$ cat config.mk
export PLATFORM = sky130hd
export DESIGN_NAME = divfreq_bank
export DESIGN_NICKNAME = d
export VERILOG_FILES = /design/src/rtl/divfreq_pkg.sv /design/src/rtl/divfreq_chan.sv /design/src/rtl/divfreq_bank.sv
export SDC_FILE = /design/constraint.sdc
export NUM_CORES = 1
export LEC_CHECK = 0
export BUFFER_PORTS_ARGS = -buffer_cell sky130_fd_sc_hd__buf_2
export CAP_MARGIN = 10
export CORE_AREA = 2 2 317 319
export DETAILED_ROUTE_END_ITERATION = 12
export DIE_AREA = 0 0 319 321
export SLEW_MARGIN = 15
export SYNTH_ARGS = -nofsm -noshare
export SYNTH_HDL_FRONTEND = slang
export SYNTH_HIERARCHICAL = 1
export SYNTH_SLANG_ARGS = --single-unit
$ cat constraint.sdc
create_clock -name CLK -period 3 [get_ports CLK]
set_clock_uncertainty 0.2 [all_clocks]
set_input_delay 0.15 -clock CLK [delete_from_list [all_inputs] [get_ports CLK]]
set_output_delay 0.15 -clock CLK [all_outputs]
set_load 0.01 [all_outputs]
$ cat src/rtl/divfreq_pkg.sv
// Shared constants for the game clock-divider bank.
// Limits are half-period counts (half period = limit + 1 CLK cycles).
package divfreq_pkg;

   // Half-period limits for each timing need
   localparam int unsigned LIM_CTRL   = 5500000;
   localparam int unsigned LIM_BLUE   = 2500000;
   localparam int unsigned LIM_GREEN  = 2000000;
   localparam int unsigned LIM_SCAN   = 50000;
   localparam int unsigned LIM_RAND_B = 123456;
   localparam int unsigned LIM_RAND_G = 654321;
   localparam int unsigned LIM_TIMER  = 55000000;

   // Channel assignment within the bank
   localparam int unsigned CH_CTRL    = 0;
   localparam int unsigned CH_BLUE    = 1;
   localparam int unsigned CH_GREEN   = 2;
   localparam int unsigned CH_SCAN    = 3;
   localparam int unsigned CH_RAND_B  = 4;
   localparam int unsigned CH_RAND_G  = 5;
   localparam int unsigned CH_TIMER   = 6;

endpackage

$ cat src/rtl/divfreq_chan.sv
// One clock-divider channel: 50%-duty divided level plus a 1-cycle tick on its rising edge.
// Ports:
//   CLK     system clock (posedge)
//   RST_N   asynchronous active-low reset
//   en      run enable; 0 holds count and level
//   sync    restart at phase 0 (overrides en)
//   ld      load strobe for ld_val into the half-period limit
//   ld_val  new half-period limit
//   clk_div divided clock level (registered)
//   tick    1-cycle strobe coincident with clk_div 0->1
module divfreq_chan #(
   parameter int unsigned   CW   = 30,
   parameter logic [CW-1:0] LIM0 = '0
) (
   input  logic          CLK,
   input  logic          RST_N,
   input  logic          en,
   input  logic          sync,
   input  logic          ld,
   input  logic [CW-1:0] ld_val,
   output logic          clk_div,
   output logic          tick
);

   logic [CW-1:0] cnt_q, cnt_d;
   logic [CW-1:0] lim_q, lim_d;
   logic          div_q, div_d;
   logic          tick_q, tick_d;
   logic          wrap;

   always_comb begin
      // >= so a limit lowered below the running count wraps immediately
      wrap   = (cnt_q >= lim_q);
      // compare this cycle uses lim_q; a load only affects later cycles
      lim_d  = ld ? ld_val : lim_q;
      cnt_d  = cnt_q;
      div_d  = div_q;
      tick_d = 1'b0;
      if (sync) begin
         cnt_d = '0;
         div_d = 1'b0;
      end else if (en) begin
         if (wrap) begin
            cnt_d  = '0;
            div_d  = ~div_q;
            tick_d = ~div_q;
         end else begin
            cnt_d  = cnt_q + CW'(1);
         end
      end
   end

   always_ff @(posedge CLK or negedge RST_N) begin
      if (!RST_N) begin
         cnt_q  <= '0;
         lim_q  <= LIM0;
         div_q  <= 1'b0;
         tick_q <= 1'b0;
      end else begin
         cnt_q  <= cnt_d;
         lim_q  <= lim_d;
         div_q  <= div_d;
         tick_q <= tick_d;
      end
   end

   assign clk_div = div_q;
   assign tick    = tick_q;

endmodule

$ cat src/rtl/divfreq_bank.sv
// Bank of NCH independent clock dividers sharing one CLK, with run-time loadable limits.
// Ports:
//   CLK      system clock (posedge)
//   RST_N    asynchronous active-low reset
//   EN       per-channel run enable
//   SYNC     1-cycle pulse restarting all channels at phase 0
//   LD_EN    limit load strobe
//   LD_CH    channel index for load; indices >= NCH are ignored
//   LD_VAL   new half-period limit
//   CLK_DIV  divided clock levels (registered)
//   TICK     1-cycle strobes on each CLK_DIV rising edge
module divfreq_bank
   import divfreq_pkg::*;
#(
   parameter int unsigned        NCH      = 7,
   parameter int unsigned        CW       = 30,
   parameter logic [NCH*CW-1:0]  LIM_INIT = {NCH{CW'(LIM_TIMER)}}
) (
   input  logic           CLK,
   input  logic           RST_N,
   input  logic [NCH-1:0] EN,
   input  logic           SYNC,
   input  logic           LD_EN,
   input  logic [3:0]     LD_CH,
   input  logic [CW-1:0]  LD_VAL,
   output logic [NCH-1:0] CLK_DIV,
   output logic [NCH-1:0] TICK
);

   for (genvar i = 0; i < NCH; i++) begin : g_chan
      logic ld;

      // out-of-range LD_CH matches no channel, so the load is dropped
      assign ld = LD_EN && (LD_CH == 4'(i));

      divfreq_chan #(
         .CW   (CW),
         .LIM0 (LIM_INIT[i*CW +: CW])
      ) u_chan (
         .CLK     (CLK),
         .RST_N   (RST_N),
         .en      (EN[i]),
         .sync    (SYNC),
         .ld      (ld),
         .ld_val  (LD_VAL),
         .clk_div (CLK_DIV[i]),
         .tick    (TICK[i])
      );
   end

endmodule

# == Yosys cells after proc, flatten, opt, wreduce, memory -nomap -nowiden ==
# Cells that the tools add are included.
# totals
reg_bits,434
latch_bits,0
ram_bits,0
rom_bits,0
input_bits,45
out_inout_bits,14
word_cells,147
mem_count,0
# op_classes
add_sub_neg,7
multipliers,0
div_mod_pow,0
magnitude_cmp,7
eq_ne,6
shifts,0
mux,63
bitwise,7
reduce_logical,29
# op_table
cell,count
two-way mux 30 bit,21
adder 30 x 1 -> 30 bit (second input constant),7
>= comparator 30 bit,7
two-way mux 1 bit,42
nonzero test 2 bit,14
AND reduction 2 bit,7
equality test 4 x 3 -> 1 bit (second input constant),3
equality test 4 x 2 -> 1 bit (second input constant),2
logical AND 1 bit,7
inverter 1 bit,7
equality test 4 x 1 -> 1 bit (second input constant),1
logical NOT 4 bit,1

# == Depth between registers and ports, before layout ==
# Gate-level depths: netlist of the first run.
# logic_depth
ltp_word,4
ltp_mapped,9
depth_no_buf,8

# == Cells and area by module ==
# Netlist of the first run, hierarchy kept.
# modules_own_cells
mod,n_inst,cells_per_inst,area_each_um2,seq_area_each_um2
divfreq_chan (g_chan[0].u_chan ...),6,369,3490.8,1567.8
divfreq_chan (g_chan[3].u_chan),1,373,3493.4,1567.8
divfreq_bank,1,12,68.8,0.0

# == Worst setup path after synthesis of the first run ==
# No wires, ideal clock.
# synth_path
kind,flip-flop to flip-flop
start,register g_chan[3].u_chan.cnt_q[3]
end,register g_chan[3].u_chan.div_q
setup_ns,0.125
arrival_ns,2.284
t_required_ns,2.675
slack_ns,0.392
stages_incl_launch_ff,8
synth_period_minus_slack_ns,2.608
cell_sequence,dfrtp_1 > ha_1 > a211o_1 > a21oi_2 > o21ai_2 > a2111oi_4 > o22a_1 > mux2_2
# synth_between
elab_chain_cells,3
# synth_lines
element,line,source
"start, declared",divfreq_chan.sv:25,"logic [CW-1:0] cnt_q, cnt_d;"
"start signal, assigned",divfreq_chan.sv:60,cnt_q <= cnt_d;
>= comparator 30 bit,divfreq_chan.sv:33,wrap = (cnt_q >= lim_q);
nonzero test 2 bit (no line),--,
AND reduction 2 bit (no line),--,
"end signal, assigned",divfreq_chan.sv:62,div_q <= div_d;
"end, declared",divfreq_chan.sv:27,"logic div_q, div_d;"
# Every way passes these cells.
# A chain may end at the register's enable or synchronous reset.

# == Final worst setup path of the first run ==
# layout_path
start,register g_chan[4].u_chan.cnt_q[3]
end,register g_chan[4].u_chan.div_q
# layout_between
elab_chain_cells,3
# layout_lines
element,line
"start, declared",divfreq_chan.sv:25
"start signal, assigned",divfreq_chan.sv:60
>= comparator 30 bit,divfreq_chan.sv:33
nonzero test 2 bit (no line),--
AND reduction 2 bit (no line),--
"end signal, assigned",divfreq_chan.sv:62
"end, declared",divfreq_chan.sv:27
# Every way passes these cells.

==> impl_metrics.tcl, run 1 <==
set metrics [dict create \
    crit_path_cell_trace "ha_1, a211o_1, a21oi_2, o21ai_2, a2111oi_4, o22a_1, mux2_2" \
    synth_edf_count 0 \
    viasPerCell 4.54 \
    synthTopCellsByCount "nand2_1 (382), dfrtp_1 (343), inv_1 (236)" \
    fin_crit_sh_pct 92.7 \
    hold_path_class "input pin to asynchronous set/reset pin" \
    io_buffers 58 \
    drc 0 \
    wl_per_cell_um 15.7 \
    finalSetupViolations 0 \
    synth.top_cell.area_share_pct 35.0 \
    avgSynthCellArea_sq_um 9.43 \
    hold_viol_final 1 \
    dr.pass1.iters 7 \
    synth_cell_types 45 \
    start_util_pct 24.7 \
    vias 18500 \
    ys_ff_latch 434 \
    relSlewSlack_pct 53.0 \
    die-area_sq_um 102000 \
    drv_cap 0 \
    critical_path.max_stage_delay_ns 0.59 \
    floorplan.rows 116 \
    slowest_stage "a2111oi_4" \
    power.density_nw_per_um2 532 \
    r2r-start "g_chan[4].u_chan/cnt_q[3]" \
    overflow 0 \
    cp-end-kind "flip-flop" \
    yosysMostFrequentCell "nand2_1" \
    grt_pass1_vias 18200 \
    cp-start-kind "flip-flop" \
    worst_slack_ns 0.220 \
    ir_drop_v 0.000388 \
    p_leak_uw 0.0125 \
    cts_tree "yes" \
    die_w_um 319 \
    synth_fp_nets 2861 \
    drt_iter0_markers 1318 \
    r2r_slack_ns 0.22 \
    cts_inserted_buffers 47 \
    postCtsResizedCells 0 \
    final_core_util_pct 29.0 \
    async_reset_ff_share_pct 100 \
    r2r-end "g_chan[4].u_chan/clk_div" \
    slew_viol_final 0 \
    dpl_worst_slack_ns 0.244 \
    fin_nets 3001 \
    reg2regPathDepth 7 \
    dp.final_hpwl_um 44300 \
    fmax_mhz 360 \
    worst-endpoint-arrival_ns 3.05 \
    cp.required_ns 3.27 \
    cp-endpoint "g_chan[4].u_chan/clk_div" \
    synth_top_area_cell "dfrtp_1" \
    drive_gt1_share_pct 17.3 \
    synth_area_sq_um 24500 \
    worstSkewPairLatency_ns 0.58 \
    setup_tns_ns 0 \
    path_clk_slew_ns 0.06 \
    synth-main-ff-cell "dfrtp_1" \
    rsz0062_at_grt "no" \
    holdWs_ns -0.00153 \
    critPathKind "flip-flop to flip-flop" \
    drtAntennaViolNets 0 \
    fp.coreArea_sq_um 99300 \
    violations "hold timing" \
    clock_path_buffers 3 \
    yosysWarnings 6 \
    clock_sink_count 434 \
    grt_pass1_wl_um 102000 \
    grt_max_degree 76 \
    status "complete, but fails checks" \
    crit_path_start "g_chan[4].u_chan/cnt_q[3]" \
    grt_antenna_before_repair 10 \
    clock-root-buffer "clkbuf_16" \
    routed_wl_um 63800 \
    ys_seq_area_share_pct 44.8 \
    ys_top_cells_by_area "dfrtp_1 (35%), ha_1 (11%), dfstp_2 (9.8%), nand2_1 (5.9%), o21ai_0 (4.6%)" \
    gp_congestion 0.819 \
    gr-usage-all-layers_pct 12.5 \
    fin_crit_ns 2.78 \
    path_max_fanout 8 \
    boundaryPins 59 \
    syn2layout_area_growth_pct 17.5 \
    cts_htree_levels 2 \
    nFillCells 10500 \
    antennaDiodeCount 0 \
    syn_inst 2599 \
    die_h_um 321 \
    tightest_slew_ns 0.705 \
]
placed cells by master (no fill, tap or decap), drive strengths merged, types with 7 or more instances in the layout:
cell type and instances:
o211ai 14, nand3 78, nand2 382, a211o 13, a21oi 136, mux2 21
nor3 32, nor3b 12, xnor2 64, nand2b 9, clkbuf 72, and4 39
and3 20, dfrtp 343, o2bb2ai 7, nand4 71, o2111ai 20, o22a 7
dlygate4sd3 44, inv 239, nor2 266, nor4 21, a2111oi 7, o221ai 14
dfstp 91, a21boi 7, o21ai 234, mux2i 7, clkinv 8, xor2 103
nor2b 14, o21a 20, ha 217, a21o 8, buf 117
power breakdown:
part | total, uW | leakage [uW] | internal [uW] | switching [uW]
registers | 6930 | 0.00550 | 6740 | 192
clock network | 6130 | 0.000802 | 3650 | 2480
logic | 2240 | 0.00618 | 783 | 1460
cell families after synthesis:
family	synth area share [%]
flops	44.8
mux	1.25
compound gates	12.7
xor+xnor	5.97
buf+inv	5.15
simple gates	19.1
fa+ha+maj	11.1
state kept, by name, indices dropped and copies added (netlist names):
register               flops
g_chan.u_chan/clk_div      7
g_chan.u_chan/cnt_q      210
g_chan.u_chan/lim_q      210
g_chan.u_chan/tick         7
metal layers:
layer | global-route usage (%) | wire [um] | vias to the layer above | share of wire [%]
li1 | - | - | 9191 | -
met1 | 18.3 | 31600 | 8913 | 49
met2 | 19.3 | 27700 | 327 | 43
met3 | 1.70 | 3190 | 77 | 5.0
met4 | 3.09 | 1410 | 0 | 2.2
met5 | 0 | 0 | - | 0
final cells by class:
cell class | count | area (sq um) | share of cell area [%]
multi-input combinational | 1859 | 12300 | 42.8
sequential | 434 | 11000 | 38.1
tap | 1298 | 1620 | 5.64
clock buffer | 72 | 1400 | 4.86
timing repair buffer | 161 | 1370 | 4.77
inverter | 236 | 886 | 3.08
clock inverter | 16 | 216 | 0.752
worst min-delay path by stage:
stage | startpoint | endpoint | slack (ns) | depth (start not counted)
5_1_grt | RST_N | g_chan[1].u_chan/cnt_q[22] | 0.05 | 2
6_report | RST_N | g_chan[1].u_chan/cnt_q[25] | -0.002 | 2
3_3_place_gp | RST_N | g_chan[1].u_chan/cnt_q[26] | 0.02 | 1
3_5_place_dp | RST_N | g_chan[1].u_chan/cnt_q[25] | 0.03 | 1
2_1_floorplan | RST_N | g_chan[0].u_chan/clk_div | -0.35 | 0
4_1_cts | RST_N | g_chan[1].u_chan/cnt_q[22] | 0.01 | 2
repair_timing:
action	4_1_cts	5_1_grt
hold buffers	44	0
buffers inserted	0	0
hold endpoints to repair	639	0
per-stage QoR:
step / instance area (sq um) / std cells / power [uW]
after floorplan: 24500 / 2599 / 8440
after global placement: 26700 / 3944 / 9160
after detailed placement: 26700 / 3944 / 9250
after CTS: 28800 / 4076 / 15500
after global routing: 28800 / 4076 / 16100
final: 28800 / 4076 / 15300
critical path: cells and delay by family (launching register included):
family          cells  cell delay [ns]
compound gates      5             1.39
fa+ha+maj           1             0.33
flops               1             0.42
mux                 1             0.33
Note: power is estimated with default switching activity, not from simulation.
==> run 2, diff against run 1 <==
--- a/config.mk
+++ b/config.mk
@@ -5,11 +5,11 @@
 export SDC_FILE = /design/constraint.sdc
 export NUM_CORES = 1
 export LEC_CHECK = 0
-export BUFFER_PORTS_ARGS = -buffer_cell sky130_fd_sc_hd__buf_2
 export CAP_MARGIN = 10
 export CORE_AREA = 2 2 317 319
 export DETAILED_ROUTE_END_ITERATION = 12
 export DIE_AREA = 0 0 319 321
+export DONT_BUFFER_PORTS = 1
 export SLEW_MARGIN = 15
 export SYNTH_ARGS = -nofsm -noshare
 export SYNTH_HDL_FRONTEND = slang
==> impl_metrics.tcl, run 2 (synthesis results as in run 1) <==
set metrics [dict create \
    critical_path_depth 7 \
    reg_top3 "g_chan.u_chan/cnt_q x210, g_chan.u_chan/lim_q x210" \
    fin_crit_ns 2.85 \
    p_clk_share_pct 40.0 \
    drc 0 \
    drv_cap 0 \
    fmax_mhz 351 \
    r2r-start "g_chan[5].u_chan/cnt_q[3]" \
    comb_power_share_pct 13.9 \
    viasPerCell 4.61 \
    setup_tns_ns 0 \
    boundaryPins 59 \
    r2r_slack_ns 0.15 \
    clock_path_buffers 3 \
    clock_sink_count 434 \
    seq_area_sq_um 11000 \
    cts_htree_levels 2 \
    worst_slack_ns 0.154 \
    critical_path.max_stage_delay_ns 0.65 \
    dpl_worst_slack_ns 0.219 \
    nFillCells 10500 \
    violations "hold timing, slew limit" \
    cp.required_ns 3.25 \
    slowest_stage "a2111oi_4" \
    fp.coreArea_sq_um 99300 \
    grt_max_degree 435 \
    die_w_um 319 \
    vias 18500 \
    mostFrequentLayoutCell "nand2_1" \
    cp-end-kind "flip-flop" \
    postCtsHoldBufs 51 \
    die-area_sq_um 102000 \
    clock-root-buffer "clkbuf_16" \
    reg2regPathDepth 7 \
    swShare_pct 26.7 \
    hold_viol_final 403 \
    gr-usage-all-layers_pct 12.5 \
    routed_wl_um 64200 \
    power_frac_seq_pct 46.2 \
    layout_common_cells "nand2_1 (382), dfrtp_1 (343), inv_1 (236), o21ai_0 (227), ha_1 (217)" \
    cp-endpoint "g_chan[5].u_chan/clk_div" \
    status "complete, but fails checks" \
    ir_drop_v 0.000382 \
    die_h_um 321 \
    power.density_nw_per_um2 531 \
    worstSkewPairLatency_ns 0.57 \
    worst-endpoint-arrival_ns 3.10 \
    post-cts-setup-buffers 0 \
    hold_path_class "input pin to asynchronous set/reset pin" \
    relSlewSlack_pct -9.87 \
    critPathKind "flip-flop to flip-flop" \
    drtAntennaViolNets 0 \
    p_leak_uw 0.0121 \
    wl_per_cell_um 16.0 \
    path_clk_slew_ns 0.06 \
    syn2layout_area_growth_pct 15.5 \
    p_int_uw 11000 \
    grt_pass1_vias 18000 \
    grt_antenna_before_repair 11 \
    crit_path_start "g_chan[5].u_chan/cnt_q[3]" \
    floorplan.rows 116 \
    power_uw 15000 \
    crit_path_cell_trace "ha_1, a211o_1, a21oi_2, o21ai_2, a2111oi_4, o22a_1, mux2_2" \
    fin_crit_sh_pct 94.9 \
    rsz0062_at_grt "no" \
    multiInputGateArea_sq_um 12300 \
    cts_inserted_buffers 46 \
    overflow 0 \
    power.net_switching_uw 4020 \
    r2r-end "g_chan[5].u_chan/clk_div" \
    path_max_fanout 8 \
    drt_iter0_markers 1277 \
    cp_top_family "compound AO/OA/AOI/OAI gates" \
    crit_buf_inv 0 \
    gp_congestion 0.800 \
    fin_nets 2936 \
    io_buffers 0 \
    dp.final_hpwl_um 42300 \
    slew_viol_final 162 \
    cp-start-kind "flip-flop" \
    drive_gt1_share_pct 15.0 \
    holdWs_ns -0.901 \
    tightest_slew_ns 1.65 \
    grt_pass1_wl_um 103000 \
    finalSetupViolations 0 \
    start_util_pct 24.7 \
    dr.pass1.iters 5 \
    cts_tree "yes" \
]
==> run 2: through the flow <==
stage                     std cells  instance area [sq um]  utilization, %
final                          4013                  28300            28.5
after global routing           4010                  28300            28.5
after CTS                      4010                  28300            28.5
after detailed placement       3873                  26200            26.4
after global placement         3873                  26200            26.4
after floorplan                2599                  24500               -
==> run 2: layer usage <==
metal,track usage [%],share of wire [%],vias to the layer above
li1,-,-,9065
met1,18.4,49,9029
met2,19.3,43,318
met3,2.03,5.7,80
met4,2.44,1.7,8
met5,0,0.062,-
==> run 2: power by group through the flow <==
stage | logic, uW | clock network [uW] | registers, uW
floorplan | 1450 | 0 | 6990
global route | 2420 | 6380 | 7010
finish | 2080 | 6010 | 6930
detailed placement | 1860 | 0 | 7040
global placement | 1780 | 0 | 7020
CTS | 2100 | 6160 | 6940
==> run 2: how the worst min path moves through the flow <==
| stage | from | endpoint | slack (ns) |
|---|---|---|---|
| after detailed placement | RST_N | g_chan[1].u_chan/cnt_q[28] | -0.29 |
| after global routing | RST_N | g_chan[1].u_chan/cnt_q[17] | -0.92 |
| after global placement | RST_N | g_chan[1].u_chan/cnt_q[28] | -0.29 |
| after floorplan | RST_N | g_chan[0].u_chan/clk_div | -0.35 |
| after CTS | RST_N | g_chan[1].u_chan/cnt_q[28] | -0.90 |
| final | RST_N | g_chan[1].u_chan/cnt_q[20] | -0.90 |
==> run 2: repair_timing <==
action / 4_1_cts / 5_1_grt
endpoints found under the setup margin: 0 / 0
hold endpoints to repair: 868 / 434
resized for setup: 0 / 0
==> run 2: layout make-up <==
type / count / area share, %
timing repair buffer: 97 / 3.22
tap: 1298 / 5.74
sequential: 434 / 38.8
clock inverter: 13 / 0.513
inverter: 236 / 3.13
clock buffer: 73 / 5.04
antenna: 3 / 0.0265
multi-input combinational: 1859 / 43.5
